<file path="src/rtl/bin_bcd_pkg.sv">
// Shared types, constants and elaboration helpers for the sequential binary-to-BCD converter.
package bin_bcd_pkg;

  typedef enum logic [1:0] {IDLE, SHIFT, DONE} conv_state_t;

  localparam logic [3:0] BCD_ADJ_THRESH = 4'd5;
  localparam logic [3:0] BCD_ADJ_ADD    = 4'd3;

  // Decimal digits needed to print the largest unsigned bin_w-bit value.
  function automatic int bcd_digits_min(int bin_w);
    longint unsigned v;
    int              n;
    v = (64'd1 << bin_w) - 64'd1;
    n = 1;
    for (int i = 0; i < 20; i++) begin
      if (v > 64'd9) begin
        v = v / 64'd10;
        n = n + 1;
      end
    end
    return n;
  endfunction

endpackage

</file>
<file path="src/rtl/bcd_digit_adj.sv">
// Double-dabble digit correction: add 3 to any BCD digit of 5 or more before the shift.
module bcd_digit_adj
  import bin_bcd_pkg::*;
(
  input  logic [3:0] i_d,
  output logic [3:0] o_d
);

  assign o_d = (i_d >= BCD_ADJ_THRESH) ? (i_d + BCD_ADJ_ADD) : i_d;

endmodule

</file>
<file path="src/rtl/bin_bcd_seq_conv.sv">
// Sequential shift-and-add-3 binary-to-BCD converter with valid/ready on both sides.
// Define BIN_BCD_SIGN_EN to treat bin as two's complement and expose the sign output.
module bin_bcd_seq_conv
  import bin_bcd_pkg::*;
#(
  parameter int BIN_W  = 16,
  parameter int DIGITS = 5
) (
  input  logic                  clk,
  input  logic                  rst_n,
  input  logic                  in_valid,
  output logic                  in_ready,
  input  logic [BIN_W-1:0]      bin,
  output logic                  out_valid,
  input  logic                  out_ready,
  output logic [4*DIGITS-1:0]   bcd
`ifdef BIN_BCD_SIGN_EN
  ,
  output logic                  sign
`endif
);

  localparam int SR_W  = 4*DIGITS + BIN_W;
  localparam int CNT_W = $clog2(BIN_W);

  generate
    if (BIN_W < 4 || BIN_W > 32) begin : g_width_chk
      $error("bin_bcd_seq_conv: BIN_W must be in 4..32");
    end
    if (DIGITS < bcd_digits_min(BIN_W)) begin : g_digits_chk
      $error("bin_bcd_seq_conv: DIGITS too small for BIN_W");
    end
  endgenerate

  conv_state_t          r_state;
  conv_state_t          w_state_next;
  logic [CNT_W-1:0]     r_count;
  logic [SR_W-1:0]      r_shift;
  logic [SR_W-1:0]      w_adj;
  logic [SR_W-1:0]      w_shifted;
  logic [4*DIGITS-1:0]  r_bcd;
  logic [BIN_W-1:0]     w_load_mag;
  logic                 w_accept;
  logic                 w_last_shift;

  generate
    for (genvar gi = 0; gi < DIGITS; gi++) begin : g_adj
      bcd_digit_adj u_adj (
        .i_d (r_shift[BIN_W + 4*gi +: 4]),
        .o_d (w_adj[BIN_W + 4*gi +: 4])
      );
    end
  endgenerate

  assign w_adj[BIN_W-1:0] = r_shift[BIN_W-1:0];
  assign w_shifted        = w_adj << 1;
  assign w_accept         = in_valid && (r_state == IDLE);
  assign w_last_shift     = (r_count == CNT_W'(BIN_W - 1));

`ifdef BIN_BCD_SIGN_EN
  logic r_sign_pend;
  logic r_sign;

  // Most negative input maps onto itself, which reads correctly as unsigned magnitude.
  assign w_load_mag = bin[BIN_W-1] ? ((~bin) + BIN_W'(1)) : bin;
  assign sign       = r_sign;

  always_ff @(posedge clk) begin
    if (!rst_n) begin
      r_sign_pend <= 1'b0;
      r_sign      <= 1'b0;
    end else begin
      if (w_accept)
        r_sign_pend <= bin[BIN_W-1];
      if (r_state == SHIFT && w_last_shift)
        r_sign <= r_sign_pend;
    end
  end
`else
  assign w_load_mag = bin;
`endif

  always_comb begin
    w_state_next = r_state;
    in_ready     = 1'b0;
    out_valid    = 1'b0;
    unique case (r_state)
      IDLE: begin
        in_ready = 1'b1;
        if (in_valid)
          w_state_next = SHIFT;
      end
      SHIFT: begin
        if (w_last_shift)
          w_state_next = DONE;
      end
      DONE: begin
        out_valid = 1'b1;
        if (out_ready)
          w_state_next = IDLE;
      end
      default: w_state_next = IDLE;
    endcase
  end

  always_ff @(posedge clk) begin
    if (!rst_n)
      r_state <= IDLE;
    else
      r_state <= w_state_next;
  end

  always_ff @(posedge clk) begin
    if (!rst_n) begin
      r_count <= '0;
      r_shift <= '0;
      r_bcd   <= '0;
    end else if (w_accept) begin
      r_shift <= {{(4*DIGITS){1'b0}}, w_load_mag};
      r_count <= '0;
    end else if (r_state == SHIFT) begin
      r_shift <= w_shifted;
      r_count <= r_count + 1'b1;
      // Result register only moves on entry to DONE so it holds through IDLE.
      if (w_last_shift)
        r_bcd <= w_shifted[SR_W-1:BIN_W];
    end
  end

  assign bcd = r_bcd;

endmodule

</file>
<file path="config.mk">
export PLATFORM = sky130hd
export DESIGN_NAME = bin_bcd_seq_conv
export DESIGN_NICKNAME = d
export VERILOG_FILES = /design/src/rtl/bin_bcd_pkg.sv /design/src/rtl/bcd_digit_adj.sv /design/src/rtl/bin_bcd_seq_conv.sv
export SDC_FILE = /design/constraint.sdc
export NUM_CORES = 1
export LEC_CHECK = 0
export CAP_MARGIN = 20
export CORE_MARGIN = 10
export CORE_UTILIZATION = 53
export DETAILED_ROUTE_END_ITERATION = 8
export PLACE_DENSITY = 0.77
export SYNTH_ARGS = -nofsm -noshare
export SYNTH_HDL_FRONTEND = slang
export SYNTH_SLANG_ARGS = --single-unit
</file>
<file path="constraint.sdc">
create_clock -name clk -period 1.7 [get_ports clk]
set_clock_uncertainty 0.05 [all_clocks]
set_input_delay 0.34 -clock clk [delete_from_list [all_inputs] [get_ports clk]]
set_output_delay 0.34 -clock clk [all_outputs]
set_load 0.05 [all_outputs]
</file>
==> results of run 1 <==
[how the worst max path moves through the flow]
stage	end	slack [ns]
after global routing	bcd[6]	-0.03
final	bcd[14]	0.06
after floorplan	r_state[1]	0.16
after CTS	bcd[2]	0.02
after global placement	r_shift[33]	0.06
after detailed placement	bcd[2]	0.03
[worst min-delay path: cells and delay by family, from the launching register on]
family             cells  cell delay, ns
AOI/OAI and AO/OA      1            0.05
and+or+nand+nor        1            0.05
DFF                    1            0.31
[synth_stat cells, types with 7 or more instances]
cell type / instances / share of area [%]
o21ai_0: 14 / 2.5
nor3b_1: 8 / 2.1
a21oi_1: 25 / 4.5
a22oi_1: 15 / 4.0
ha_1: 11 / 4.9
nand3_1: 7 / 1.3
dfxtp_1: 62 / 44
nand2_1: 48 / 6.4
nand2b_1: 7 / 1.6
a21boi_1: 10 / 2.7
o22ai_1: 20 / 4.5
nor2_1: 13 / 1.7
inv_1: 10 / 1.3
[stage by stage]
stage | setup WS, ns | total power [mW]
finish | 0.0597 | 2.95
global route | -0.0306 | 3.07
floorplan | 0.161 | 1.75
CTS | 0.0240 | 2.98
global placement | 0.0557 | 1.86
detailed placement | 0.0254 | 1.87
[final cells by class]
type	count	area [µm²]
Clock buffer	12	145
Tap cell	70	87.6
Timing Repair Buffer	54	541
Fill cell	450	1620
Multi-Input combinational cell	219	1420
Sequential cell	62	1240
Inverter	10	37.5
Clock inverter	4	22.5
[flip-flops by register name, summed over array words and instances, names as in the netlist]
name and count:
bcd 20, r_count 4, r_shift 36, r_state 2
[power by group]
part           leakage (nW)  switching [mW]  total, mW  internal (mW)
logic                 0.741           0.164      0.326          0.162
clock network        0.0861           0.546       1.11          0.561
registers             0.503          0.0254       1.52           1.49
total                  1.33           0.735       2.95           2.21
[layer usage]
metal | routed length (µm) | GRT usage (%) | vias to the layer above | part of all wire, %
met5 | 0 | 0 | - | 0
met4 | 138 | 8.10 | 0 | 2.2
met3 | 321 | 4.28 | 13 | 5.1
met2 | 3030 | 24.4 | 55 | 49
met1 | 2750 | 15.9 | 1073 | 44
li1 | - | - | 1181 | -
[placed cells by master (no fill, tap or decap), types with 2 or more instances in the layout]
| cell | n |
|---|---|
| ha_1 | 8 |
| a21boi_0 | 5 |
| mux2_2 | 4 |
| nand2b_1 | 7 |
| clkinv_2 | 3 |
| o22ai_1 | 20 |
| a21oi_2 | 5 |
| xor2_1 | 2 |
| ha_2 | 2 |
| a211oi_1 | 4 |
| buf_12 | 7 |
| dfxtp_1 | 61 |
| nor3b_1 | 8 |
| a22oi_1 | 15 |
| nand3_1 | 7 |
| buf_4 | 28 |
| xnor2_1 | 6 |
| inv_1 | 10 |
| o21ai_0 | 14 |
| clkdlybuf4s50_1 | 19 |
| clkbuf_1 | 2 |
| nor2_1 | 13 |
| a21oi_1 | 20 |
| nand2_1 | 48 |
| a21boi_1 | 10 |
| nor2_4 | 2 |
| o211a_1 | 5 |
| clkbuf_8 | 10 |
| nor2b_1 | 4 |
[logic make-up after synthesis]
kind of cell               synth area share (%)
and+or+nand+nor                            16.7
DFF                                        44.3
buffers and inverters                      6.57
muxes                                      2.37
xor gates and xnor gates                   2.50
adders and majority gates                  4.92
AOI/OAI and AO/OA                          22.6
==> impl_metrics.tcl, run 1 <==
set metrics [dict create \
    die_x_um 92.7 \
    r2r_cells 6 \
    clk_pin_slew_ns 0.07 \
    worstPathCellList "inv_1 > ha_1 > nand2b_1 > a21oi_2 > mux2_2 > o22ai_1" \
    cp-start-kind "register" \
    worst-path-max-fanout 3 \
    hold_class "register to register" \
    h-tree-depth 3 \
    initial_core_util_pct 54.8 \
    syn2layout_area_growth_pct 24.8 \
    design_area_um2 3490 \
    cts-root-buf "clkbuf_8" \
    fp.dieH_um 92.7 \
    r2r-end "bcd[14]" \
    postRouteAntennaNets 0 \
    cp-startpoint "r_shift[29]" \
    cp.required_ns 1.92 \
    routedWlPerCell_um 14.5 \
    synth_cell_type_count 32 \
    grt-ovfl-total 0 \
    antenna_found_initial 0 \
    grt_first_pass_wirelength_um 10200 \
    cts_setup_buffers 0 \
    holdBufCountCts 0 \
    worstSkewPairLatency_ns 0.34 \
    cts-resized-gates 0 \
    grt_start_max_net_pins 37 \
    drc 0 \
    critPathKind "register to register" \
    dr_total_vias 2322 \
    crit_family "multiplexers" \
    synth_edf_count 0 \
    synthCells 311 \
    finalCriticalPeriod_ns 1.64 \
    syn-cell-area_um2 2800 \
    r2r-start "r_shift[29]" \
    place_inst 415 \
    io_buffers 41 \
    maxCapViolations 0 \
    diodes 0 \
    grt_usage_pct 14.4 \
    dr.pass1.iters 4 \
    cts_buffers 9 \
    fin_crit_sh_pct 96.5 \
    nNetsFinal 387 \
    end_kind "register" \
    p_leak_nw 1.33 \
    final_cells 431 \
    syn-num-nets 342 \
    routabilityCongestion 0.822 \
    drt-total-wl_um 6240 \
    setup_viol 0 \
    async_reset_ff_share_pct 0 \
    dieArea_um2 8590 \
    drive_gt1_share_pct 19.1 \
    syn_area_per_cell_um2 9.00 \
    holdPathEnd "r_shift[8]" \
    outcome "complete, no violations" \
    slowest_stage "mux2_2" \
    clock_sinks 62 \
    whs_ns 0.402 \
    post-route-util_pct 68.4 \
    dp_hpwl_um 4140 \
    min-delay-start "r_shift[8]" \
    max_clock_freq_mhz 610 \
    worst_pin_slew_ns 0.268 \
    path_buf_inv 1 \
    synth-seq-cells 62 \
    grt_pass1_vias 2333 \
    ir_drop_mv 0.475 \
    ys.flop_type "dfxtp_1" \
    slew_headroom_pct 82.1 \
    max_stage_delay_ns 0.37 \
    rrSetupSlack_ns 0.06 \
    hold_viol_final 0 \
    yosysSeqAreaShare_pct 44.3 \
    tns_ns 0 \
    crit_cells 6 \
    rows 26 \
    slew_violations 0 \
    tritoncts "built" \
    yosysWarnings 0 \
    p_per_area_nw_per_um2 845 \
    critPathArrivalTime_ns 1.86 \
    via_per_inst 5.39 \
    placed_cell_area_um2 3280 \
    num_io_pins 42 \
    coreArea_um2 5110 \
    cts_buffer_depth 2 \
    drtIter0Drc 85 \
    min_delay_path_depth 2 \
]
(Power assumes the default switching activity.)
==> run 2: changes to the inputs <==
Settings changed: ABC_AREA from default to 1, CORE_UTILIZATION 53 to 54, CTS_CLUSTER_SIZE from default to 10, GPL_TIMING_DRIVEN from default to 0, PLACE_DENSITY 0.77 to 0.78.
==> run 2 against run 1 <==
Critical path depth is 5 lower; wire length grew 13%; final cell count grew 35%; sequential share of layout area is 2.3 points lower.
==> impl_metrics.tcl, run 2 <==
set metrics [dict create \
    outcome "complete, no violations" \
    cts_buffer_depth 2 \
    post-route-util_pct 68.2 \
    slew_violations 0 \
    ys.flop_type "dfxtp_1" \
    cp-start-kind "register" \
    max_stage_delay_ns 0.54 \
    yosys-top-cells-count "nand2_1, nand3_1, dfxtp_1, inv_1, nor2_1" \
    ir_drop_mv 0.638 \
    drc 0 \
    top_register "r_shift" \
    maxCapViolations 0 \
    p_per_area_nw_per_um2 855 \
    grt-ovfl-total 0 \
    synth-seq-cells 62 \
    p_total_mw 3.19 \
    async_reset_ff_share_pct 0 \
    r2r-start "r_count[0]" \
    p_leak_nw 1.79 \
    worst_pin_slew_ns 0.515 \
    min_delay_path_depth 2 \
    post-synth-top-count-cell "nand2_1" \
    rsz0062_at_grt "no" \
    fp.dieH_um 95.0 \
    hold_viol_final 0 \
    whs_ns 0.414 \
    worstPathCellList "dlygate4sd2_1" \
    mostFrequentLayoutCells "nand2_1, nand3_1, inv_1, dfxtp_1, nor2_1" \
    routedWlPerCell_um 12.1 \
    finalCriticalPeriod_ns 1.63 \
    yosysTopAreaCell "dfxtp_1" \
    dr.pass1.iters 4 \
    nNetsFinal 535 \
    yosysWarnings 0 \
    cp.required_ns 1.31 \
    grt_first_pass_wirelength_um 12000 \
    io_buffers 41 \
    clock_sinks 62 \
    synthTopCellsByArea "dfxtp_1, nand2_1, nand3_1" \
    cts_buffers 9 \
    r2r-end "bcd[1]" \
    crit_cells 1 \
    worst-path-max-fanout 2 \
    drtIter0Drc 124 \
    p_sw_uw 863 \
    largest_reg_flops 36 \
    cp-startpoint "bcd[7]" \
    switching_share_pct 27.1 \
    synth_cell_type_count 19 \
    diodes 0 \
    worstSkewPairLatency_ns 0.35 \
    rrSetupSlack_ns 0.15 \
    pwr-share-seq_pct 48.2 \
    dieArea_um2 9030 \
    drive_gt1_share_pct 7.27 \
    power_frac_comb_pct 11.2 \
    postRouteAntennaNets 0 \
    syn-cell-area_um2 3040 \
    routabilityCongestion 0.905 \
    yosysSeqAreaShare_pct 40.8 \
    clk_pin_slew_ns 0.07 \
    final_common_cell "nand2_1" \
    synth_edf_count 0 \
    end_kind "output port" \
    path_buf_inv 1 \
    crit_end "bcd[7]" \
    via_per_inst 5.05 \
    grt_pass1_vias 2786 \
    slowest_stage "dlygate4sd2_1" \
    die_x_um 95.0 \
    dr_total_vias 2935 \
    tritoncts "built" \
    syn_area_per_cell_um2 6.75 \
    grt_start_max_net_pins 13 \
    r2r_cells 7 \
    clkPwrFrac_pct 40.6 \
    nFillCells 505 \
    dp_hpwl_um 5190 \
    h-tree-depth 3 \
    syn-num-nets 481 \
    antenna_found_initial 0 \
    syn2layout_area_growth_pct 22.8 \
    critPathArrivalTime_ns 1.24 \
    max_clock_freq_mhz 613 \
    synth_top_area_share_pct 40.8 \
    coreArea_um2 5470 \
    fin_crit_sh_pct 95.9 \
    setup_viol 0 \
    initial_core_util_pct 55.5 \
    slew_headroom_pct 65.7 \
    critPathKind "register to output port" \
    num_io_pins 42 \
    synthCells 450 \
    drt-total-wl_um 7030 \
    p_int_mw 2.33 \
    cts-root-buf "clkbuf_8" \
    rows 27 \
    crit_family "buffers and inverters" \
    grt_usage_pct 16.5 \
    hold_class "register to register" \
]
run 2: how the worst min path moves through the flow:
| stage | startpoint | slack (ns) | endpoint |
|---|---|---|---|
| 3_3_place_gp | r_shift[35] | 0.40 | r_shift[35] |
| 5_1_grt | bcd[3] | 0.44 | bcd[3] |
| 4_1_cts | bcd[3] | 0.42 | bcd[3] |
| 3_5_place_dp | r_shift[35] | 0.41 | r_shift[35] |
| 6_report | bcd[3] | 0.41 | bcd[3] |
| 2_1_floorplan | r_shift[0] | 0.39 | r_shift[0] |
run 2: metrics by stage:
| step | cell area (µm²) | instances | setup slack [ns] | TNS [ns] |
|---|---|---|---|---|
| floorplan | 3040 | 450 | 0.0552 | 0 |
| global placement | 3540 | 563 | -0.227 | -4.70 |
| detailed placement | 3540 | 563 | -0.260 | -5.30 |
| CTS | 3710 | 579 | 0.0483 | 0 |
| global route | 3730 | 581 | 0.0226 | 0 |
| finish | 3730 | 581 | 0.0689 | 0 |
run 2: per-layer routing:
layer,GRT usage [%],routed length [µm]
met1,19.0,3230
met2,26.9,3200
met3,4.40,457
met4,9.73,146
met5,0,0
run 2: cell families (layout without fill, tap and decap cells):
logic type                 after synthesis  in the layout  share of synthesized area, %
AOI/OAI and AO/OA                       40             40                          6.59
xor gates and xnor gates                 2              2                         0.576
adders and majority gates               11             11                          4.53
buffers and inverters                   80            139                          10.8
DFF                                     62             62                          40.8
and+or+nand+nor                        255            255                          36.6
run 2: area by class of cell:
type | instances | area, µm² | area share [%]
clock inverter | 7 | 75.1 | 2.01
sequential | 62 | 1240 | 33.3
buffer | 16 | 92.6 | 2.48
inverter | 64 | 240 | 6.44
multi-input combinational | 308 | 1470 | 39.4
tap | 72 | 90.1 | 2.41
clock buffer | 9 | 124 | 3.32
timing repair buffer | 43 | 397 | 10.6
run 2: power groups by stage:
stage               sequential [mW]  clock [mW]  combinational, mW
CTS                            1.54        1.32              0.358
detailed placement             1.57           0              0.357
finish                         1.54        1.29              0.357
global route                   1.54        1.38              0.408
global placement               1.57           0              0.350
floorplan                      1.56           0              0.243
run 2: what timing repair did:
item,4_1_cts,5_1_grt
setup buffers,0,2
gates resized for setup,28,3
pin swaps,0,1
hold buffers,0,0
endpoints found under the setup margin,22,10
run 2: worst register-to-register path: stages, from the launching register on:
cell and delay [ns]:
dfxtp_1 0.38, ha_1 0.20, nand3_1 0.15, nor2_4 0.22, clkbuf_4 0.26, nand3_1 0.10
nand2_1 0.06, inv_1 0.03
